$ cat src/rtl/sr_pulse_driver.sv
// Debounced ON/OFF push-buttons to mutually exclusive, fixed-width S/R latch pulses.
// Optional build macro SR_PULSE_DRIVER_SUPPRESS_EN drops presses that would not change q_est.
module sr_pulse_driver #(
  parameter int unsigned DEBOUNCE  = 4,
  parameter int unsigned PULSE_LEN = 2,
  parameter int unsigned GAP_LEN   = 2
) (
  input  logic clk,
  input  logic rst_n,
  input  logic on_btn,
  input  logic off_btn,
  output logic S,
  output logic R,
  output logic q_est,
  output logic busy,
  output logic conflict
);

  localparam int unsigned DbW = $clog2(DEBOUNCE + 1);
  localparam int unsigned PlW = $clog2(PULSE_LEN + 1);
  localparam int unsigned GpW = $clog2(GAP_LEN + 1);

  typedef enum logic [1:0] {StIdle, StPulseS, StPulseR, StGap} state_t;

  // Bit 0 is the ON button, bit 1 the OFF button.
  logic [1:0]     r_sync1, r_sync2, r_deb, r_deb_prev;
  logic [DbW-1:0] r_db_cnt [2];
  logic [1:0]     w_evt;

  state_t         r_state, w_state_next;
  logic [PlW-1:0] r_pcnt, w_pcnt_next;
  logic [GpW-1:0] r_gcnt, w_gcnt_next;
  logic           r_q, w_q_next;
  logic           r_s, r_r, r_busy, r_conflict;
  logic           w_conflict, w_on_valid, w_off_valid;

  always_ff @(posedge clk or negedge rst_n) begin
    if (!rst_n) begin
      r_sync1     <= '0;
      r_sync2     <= '0;
      r_deb       <= '0;
      r_deb_prev  <= '0;
      r_db_cnt[0] <= '0;
      r_db_cnt[1] <= '0;
    end else begin
      r_sync1    <= {off_btn, on_btn};
      r_sync2    <= r_sync1;
      r_deb_prev <= r_deb;
      for (int i = 0; i < 2; i++) begin
        if (r_sync2[i] == r_deb[i]) begin
          r_db_cnt[i] <= '0;
        end else if (r_db_cnt[i] == DbW'(DEBOUNCE - 1)) begin
          r_deb[i]    <= r_sync2[i];
          r_db_cnt[i] <= '0;
        end else begin
          r_db_cnt[i] <= r_db_cnt[i] + DbW'(1);
        end
      end
    end
  end

  assign w_evt = r_deb & ~r_deb_prev;

  always_comb begin
    w_state_next = r_state;
    w_pcnt_next  = r_pcnt;
    w_gcnt_next  = r_gcnt;
    w_q_next     = r_q;
    w_conflict   = 1'b0;
`ifdef SR_PULSE_DRIVER_SUPPRESS_EN
    w_on_valid   = w_evt[0] & ~r_q;
    w_off_valid  = w_evt[1] & r_q;
`else
    w_on_valid   = w_evt[0];
    w_off_valid  = w_evt[1];
`endif
    case (r_state)
      StIdle: begin
        // A press while the other button is held never pulses, so S=R=1 stays unreachable.
        if ((w_on_valid && r_deb[1]) || (w_off_valid && r_deb[0])) begin
          w_conflict = 1'b1;
        end else if (w_on_valid) begin
          w_state_next = StPulseS;
          w_pcnt_next  = '0;
          w_q_next     = 1'b1;
        end else if (w_off_valid) begin
          w_state_next = StPulseR;
          w_pcnt_next  = '0;
          w_q_next     = 1'b0;
        end
      end
      StPulseS, StPulseR: begin
        if (r_pcnt == PlW'(PULSE_LEN - 1)) begin
          w_state_next = StGap;
          w_pcnt_next  = '0;
          w_gcnt_next  = '0;
        end else begin
          w_pcnt_next = r_pcnt + PlW'(1);
        end
      end
      StGap: begin
        if (r_gcnt == GpW'(GAP_LEN - 1)) begin
          w_state_next = StIdle;
          w_gcnt_next  = '0;
        end else begin
          w_gcnt_next = r_gcnt + GpW'(1);
        end
      end
      default: w_state_next = StIdle;
    endcase
  end

  always_ff @(posedge clk or negedge rst_n) begin
    if (!rst_n) begin
      r_state    <= StIdle;
      r_pcnt     <= '0;
      r_gcnt     <= '0;
      r_q        <= 1'b0;
      r_s        <= 1'b0;
      r_r        <= 1'b0;
      r_busy     <= 1'b0;
      r_conflict <= 1'b0;
    end else begin
      r_state    <= w_state_next;
      r_pcnt     <= w_pcnt_next;
      r_gcnt     <= w_gcnt_next;
      r_q        <= w_q_next;
      r_s        <= (w_state_next == StPulseS);
      r_r        <= (w_state_next == StPulseR);
      r_busy     <= (w_state_next != StIdle);
      r_conflict <= w_conflict;
    end
  end

  assign S        = r_s;
  assign R        = r_r;
  assign q_est    = r_q;
  assign busy     = r_busy;
  assign conflict = r_conflict;

endmodule

$ cat config.mk
export PLATFORM = sky130hd
export DESIGN_NAME = sr_pulse_driver
export DESIGN_NICKNAME = d
export VERILOG_FILES = /design/src/rtl/sr_pulse_driver.sv
export SDC_FILE = /design/constraint.sdc
export NUM_CORES = 1
export LEC_CHECK = 0
export ABC_AREA = 0
export BUFFER_PORTS_ARGS = -buffer_cell sky130_fd_sc_hd__buf_2
export CAP_MARGIN = 20
export CORE_UTILIZATION = 45
export CTS_CLUSTER_DIAMETER = 80
export CTS_CLUSTER_SIZE = 12
export DETAILED_ROUTE_END_ITERATION = 8
export PLACE_DENSITY = 0.68
export SYNTH_ARGS = -nofsm -noshare
export SYNTH_HDL_FRONTEND = slang
export SYNTH_SLANG_ARGS = --single-unit
$ cat constraint.sdc
create_clock -name clk -period 2.5 [get_ports clk]
set_input_delay 0.5 -clock clk [delete_from_list [all_inputs] [get_ports clk]]
set_output_delay 0.5 -clock clk [all_outputs]
set_load 0.05 [all_outputs]
---- Word level (Yosys, flattened, before mapping) ----
Cells that the tools add are included.
word-level totals
  bits of input ports ..................... 4
  logic and storage cells ................. 74
  output and inout port bits .............. 5
  bits in registers ....................... 25
cells by class
  $add $sub $neg .......................... 4
  bitwise operators ....................... 5
  reductions and logical operators ........ 14
  equality and inequality tests ........... 14
  multiplexer cells ....................... 22
operator list
  kind                                                                   count
  2-bit two-way mux                                                      11
  3-bit two-way mux                                                      4
  2-bit by 1-bit equality test with 1-bit output, second input constant  4
  2-bit one-hot mux with 2 select lines                                  2
  2-bit nonzero test                                                     4
  3-bit by 1-bit adder with 3-bit output, second input constant          2
  2-bit equality test, second input constant                             3
  3-bit by 2-bit equality test with 1-bit output, second input constant  2
  2-bit one-hot mux with 3 select lines                                  1
  2-bit AND reduction                                                    3
  3-bit AND reduction                                                    2
  2-bit by 1-bit adder with 2-bit output, second input constant          2
  1-bit two-way mux                                                      4
  2-bit inequality test, second input constant                           2
  3-bit inequality test, second input constant                           1
  1-bit NOT                                                              3
  2-bit bitwise AND                                                      1
  1-bit equality test                                                    2
  1-bit logical AND                                                      2
  2-bit logical NOT                                                      1
  2-bit NOT                                                              1
  2-bit OR reduction                                                     1
  1-bit logical OR                                                       1

---- Depth between registers and ports, before layout ----
  word-level depth ........................ 7
  depth in mapped cells ................... 7
  depth with buffers taken out ............ 6

---- Worst setup path after synthesis ----
No wires, ideal clock.
  path kind ............................... flip-flop to flip-flop
  start point ............................. register r_state[0]
  end point ............................... register r_busy (netlist: busy)
  setup slack ............................. 0.720 ns
  path buffers ............................ 0
  setup time .............................. 0.139 ns
  arrival time ............................ 1.642 ns
  clock period less this slack ............ 1.780 ns
  data required time ...................... 2.361 ns
  cell stages (with the launch flop) ...... 7
  cell sequence ........................... dfrtp_1 -> inv_1 -> ha_1 -> nor3b_1 -> nor2_1 -> o21ai_0 -> or4b_1
on the way
  cells in the longest elaborated chain, start to end .. 5
  elaborated cells between the ends (all ways) .. 12
  those cells by class .................... eq/ne (3); mux (6); reduce/logical (3)
ends and longest elaborated chain
  item                                       line  RTL
  from (decl)                                30    state_t r_state, w_state_next;
  from (signal assigned)                     115   r_state <= StIdle;
  from (signal assigned)                     124   r_state <= w_state_next;
  2-bit two-way mux                          86    end else if (w_off_valid) begin
  2-bit two-way mux                          82    end else if (w_on_valid) begin
  2-bit two-way mux                          80    if ((w_on_valid && r_deb[1]) || (w_off_valid && r_deb[0])) begin
  2-bit one-hot mux with 3 select lines (*)  77    case (r_state)
  2-bit nonzero test (*)                     130   r_busy <= (w_state_next != StIdle);
  to (signal assigned)                       130
  to (decl)                                  34    logic r_s, r_r, r_busy, r_conflict;
Mark *: on every way between the ends. The rest lies on a longest branch, timed or not.
A chain may end at the register's enable or synchronous reset.

---- Worst setup path in the final report ----
Ends and elaborated chain as after synthesis.

==> impl_metrics.yaml <==
final_layout:
  area_growth_pct: 8.83
  nets: 108
  layout-drive-gt1-share: 0.172
  antenna_cells: 0
setup_path:
  cpPeakStageDelay_ps: 450
  required_ps: 2700
  path_cells: "inv_1 > ha_1 > nor3b_1 > nor2_1 > o21ai_0 > or4b_1"
  crit_fanout: 7
  r2r-end: "busy$_DFF_PN0_"
  critPathKind: "reg -> reg"
  worstRegToRegCells: 6
  reg2reg_slack_ps: 520
  end_kind: "register"
  critPathLaunchType: "register"
  worst_ep_arrival_time_ps: 2190
  reg2reg_from: "r_state[0]$_DFF_PN0_"
  cp_slowest_cell: "dfrtp_1"
sta:
  setup_viol_count_final: 0
  holdWs_ps: 146
  fin_crit_sh: 0.793
  rsz0062_at_grt: "false"
  clock-skew-final_ps: 3.54
  timing.final.hold_violations: 0
  maxSlewViolCount: 0
  tightest_slew_ps: 533
  fin_setup_tns_ps: 0
  fmax_mhz: 504
  final.min_clock_period_ps: 1980
  max_slew_margin: 0.645
drt:
  wl_per_cell_um: 12.2
  drt_wl_total_um: 1550
  final_antenna_net_count: 0
  avgViaCountPerCell: 5.21
  drt-initial-drc-count: 6
  num_vias: 662
  dr.pass1.iters: 2
  drc: 0
synthesis:
  postSynthAreaPerCell_um2: 11.8
  synth_cell_type_count: 28
  yosys_warnings: 0
  synthCells: 89
  synth_area_um2: 1050
  yosysSeqAreaShare: 0.597
  synthTopCellsByArea: "dfrtp_1 (60%), ha_1 (4.8%), nor3b_1 (3.6%)"
  synth-main-ff-cell: "dfrtp_1"
  netlist.area_leader.share: 0.597
  yosysMostFrequentCell: "dfrtp_1"
  ys_ff_latch: 25
  synthTopCellsByCount: "dfrtp_1 (25), nand2_1 (8), a21oi_1 (5), nor2_1 (5), nor3b_1 (5)"
  yosysTopAreaCell: "dfrtp_1"
  synth_edf_count: 0
  syn_nets: 97
  async_reset_ff_frac: 1.00
floorplanning:
  start_util: 0.474
  core_area_um2: 2210
  die_y_um: 50.3
  rows: 17
  dieWidth_um: 50.3
  die-area_um2: 2530
  ios: 9
hold_path:
  hold_class: "in -> async"
cts:
  post_cts_buffers: 0
  tritoncts: "built"
  clock-root-buffer: "clkbuf_4"
  postCtsResizedCells: 0
  cts_made_buffers: 3
  htreeDepth: 1
  insertion_delay_ps: 310
  clkTransAtPathRegs_ps: 130
  cts_sinks: 25
  cts_buffer_depth: 2
  ctsHoldBuffers: 0
power:
  p_leak_nw: 0.570
  power_density_nw_per_um2: 1240
  p_comb_frac: 0.442
  power.internal_mw: 0.840
  ir_worst_vdd_mv: 0.522
  power.net_switching_mw: 0.579
  power.clock.fraction: 0.124
  p_seq_frac: 0.434
  netSwitchingFraction: 0.408
global_route:
  grt_pass1_vias: 673
  grt_max_degree: 26
  grt.total_usage: 0.146
  grt_pass1_wl_um: 2700
  antenna_found_initial: 0
  grt_remaining_overflow: 0
placement:
  place.gp.congestion: 0.846
  port_buffers: 8
  hpwl_um: 1120
outcome:
  status: "finished, final reports clean"
job:
  cap_violations: 0
-- critical path, delay by kind of cell, from the launching register on --
kind | cells | cell delay, ps
simple gates | 3 | 880
flops | 1 | 450
compound gates | 1 | 80
buf+inv | 1 | 80
fa+ha+maj | 1 | 370
-- state kept, by name, summed over array words and instances (netlist names) --
name and flops:
r_sync2 2, r_sync1 2, r_deb_prev 2, r_deb 2, R 1, r_state 2, conflict 1, r_pcnt 2
S 1, busy 1, r_db_cnt 6, r_gcnt 2, q_est 1
-- layer usage --
metal	GRT usage	vias to the layer above	share of wire
li1	-	326	-
met1	0.169	328	0.48
met2	0.240	6	0.49
met3	0.0273	2	0.018
met4	0.105	0	0.011
met5	0	-	0
-- cells in the final DEF (no fill, tap or decap), drive strengths merged, types with 2 or more instances in the layout --
| cell | Yosys | routed |
|---|---|---|
| dfrtp | 25 | 25 |
| nand2 | 8 | 8 |
| buf | 2 | 8 |
| nor2 | 6 | 6 |
| nor3b | 5 | 5 |
| a21oi | 5 | 5 |
| inv | 4 | 4 |
| ha | 4 | 4 |
| nor2b | 3 | 3 |
| nor3 | 3 | 3 |
| o21ai | 3 | 3 |
| clkbuf | 0 | 3 |
| mux2 | 3 | 3 |
| o211a | 2 | 2 |
| nand3b | 2 | 2 |
| xnor2 | 2 | 2 |
| o21a | 2 | 2 |
-- logic make-up after synthesis --
family / Yosys count / share of synthesized area
buffers and inverters: 6 / 0.0239
adder cells (fa/ha/maj): 4 / 0.0477
AO/OA/AOI/OAI: 17 / 0.110
flip-flops: 25 / 0.597
XOR/XNOR: 2 / 0.0167
multiplexers: 3 / 0.0358
AND/OR/NAND/NOR: 32 / 0.169
-- final cells by class --
| cell class | count | area [um2] |
|---|---|---|
| inverters | 4 | 15.0 |
| repair buffers | 8 | 40.0 |
| fillers | 210 | 1070 |
| well taps | 28 | 35.0 |
| flip-flops and latches | 25 | 626 |
| clock inverters | 1 | 5.00 |
| clock buffers | 3 | 22.5 |
| multi-input cells | 58 | 398 |
-- through the flow --
stage | cells | setup WS (ps) | area (um2) | util | total power, mW
4_1_cts | 127 | 532 | 1140 | 0.516 | 1.44
2_1_floorplan | 89 | 720 | 1050 | - | 1.13
3_3_place_gp | 123 | 627 | 1110 | 0.503 | 1.23
6_report | 127 | 517 | 1140 | 0.516 | 1.42
3_5_place_dp | 123 | 545 | 1110 | 0.503 | 1.25
5_1_grt | 127 | 415 | 1140 | 0.516 | 1.53
-- power by group through the flow --
stage	Sequential, mW	Combinational (mW)	Clock (mW)
4_1_cts	0.616	0.633	0.187
3_3_place_gp	0.622	0.610	0
3_5_place_dp	0.625	0.628	0
6_report	0.616	0.626	0.176
2_1_floorplan	0.698	0.429	0
5_1_grt	0.634	0.699	0.195
-- worst max path at each step --
stage	from	to	depth (start not counted)
4_1_cts	r_state[0]$_DFF_PN0_	busy$_DFF_PN0_	6
5_1_grt	r_state[0]$_DFF_PN0_	busy$_DFF_PN0_	6
2_1_floorplan	r_state[0]$_DFF_PN0_	busy$_DFF_PN0_	6
3_5_place_dp	r_state[0]$_DFF_PN0_	busy$_DFF_PN0_	6
3_3_place_gp	r_state[0]$_DFF_PN0_	busy$_DFF_PN0_	6
6_report	r_state[0]$_DFF_PN0_	busy$_DFF_PN0_	6
(Power assumes the default switching activity.)
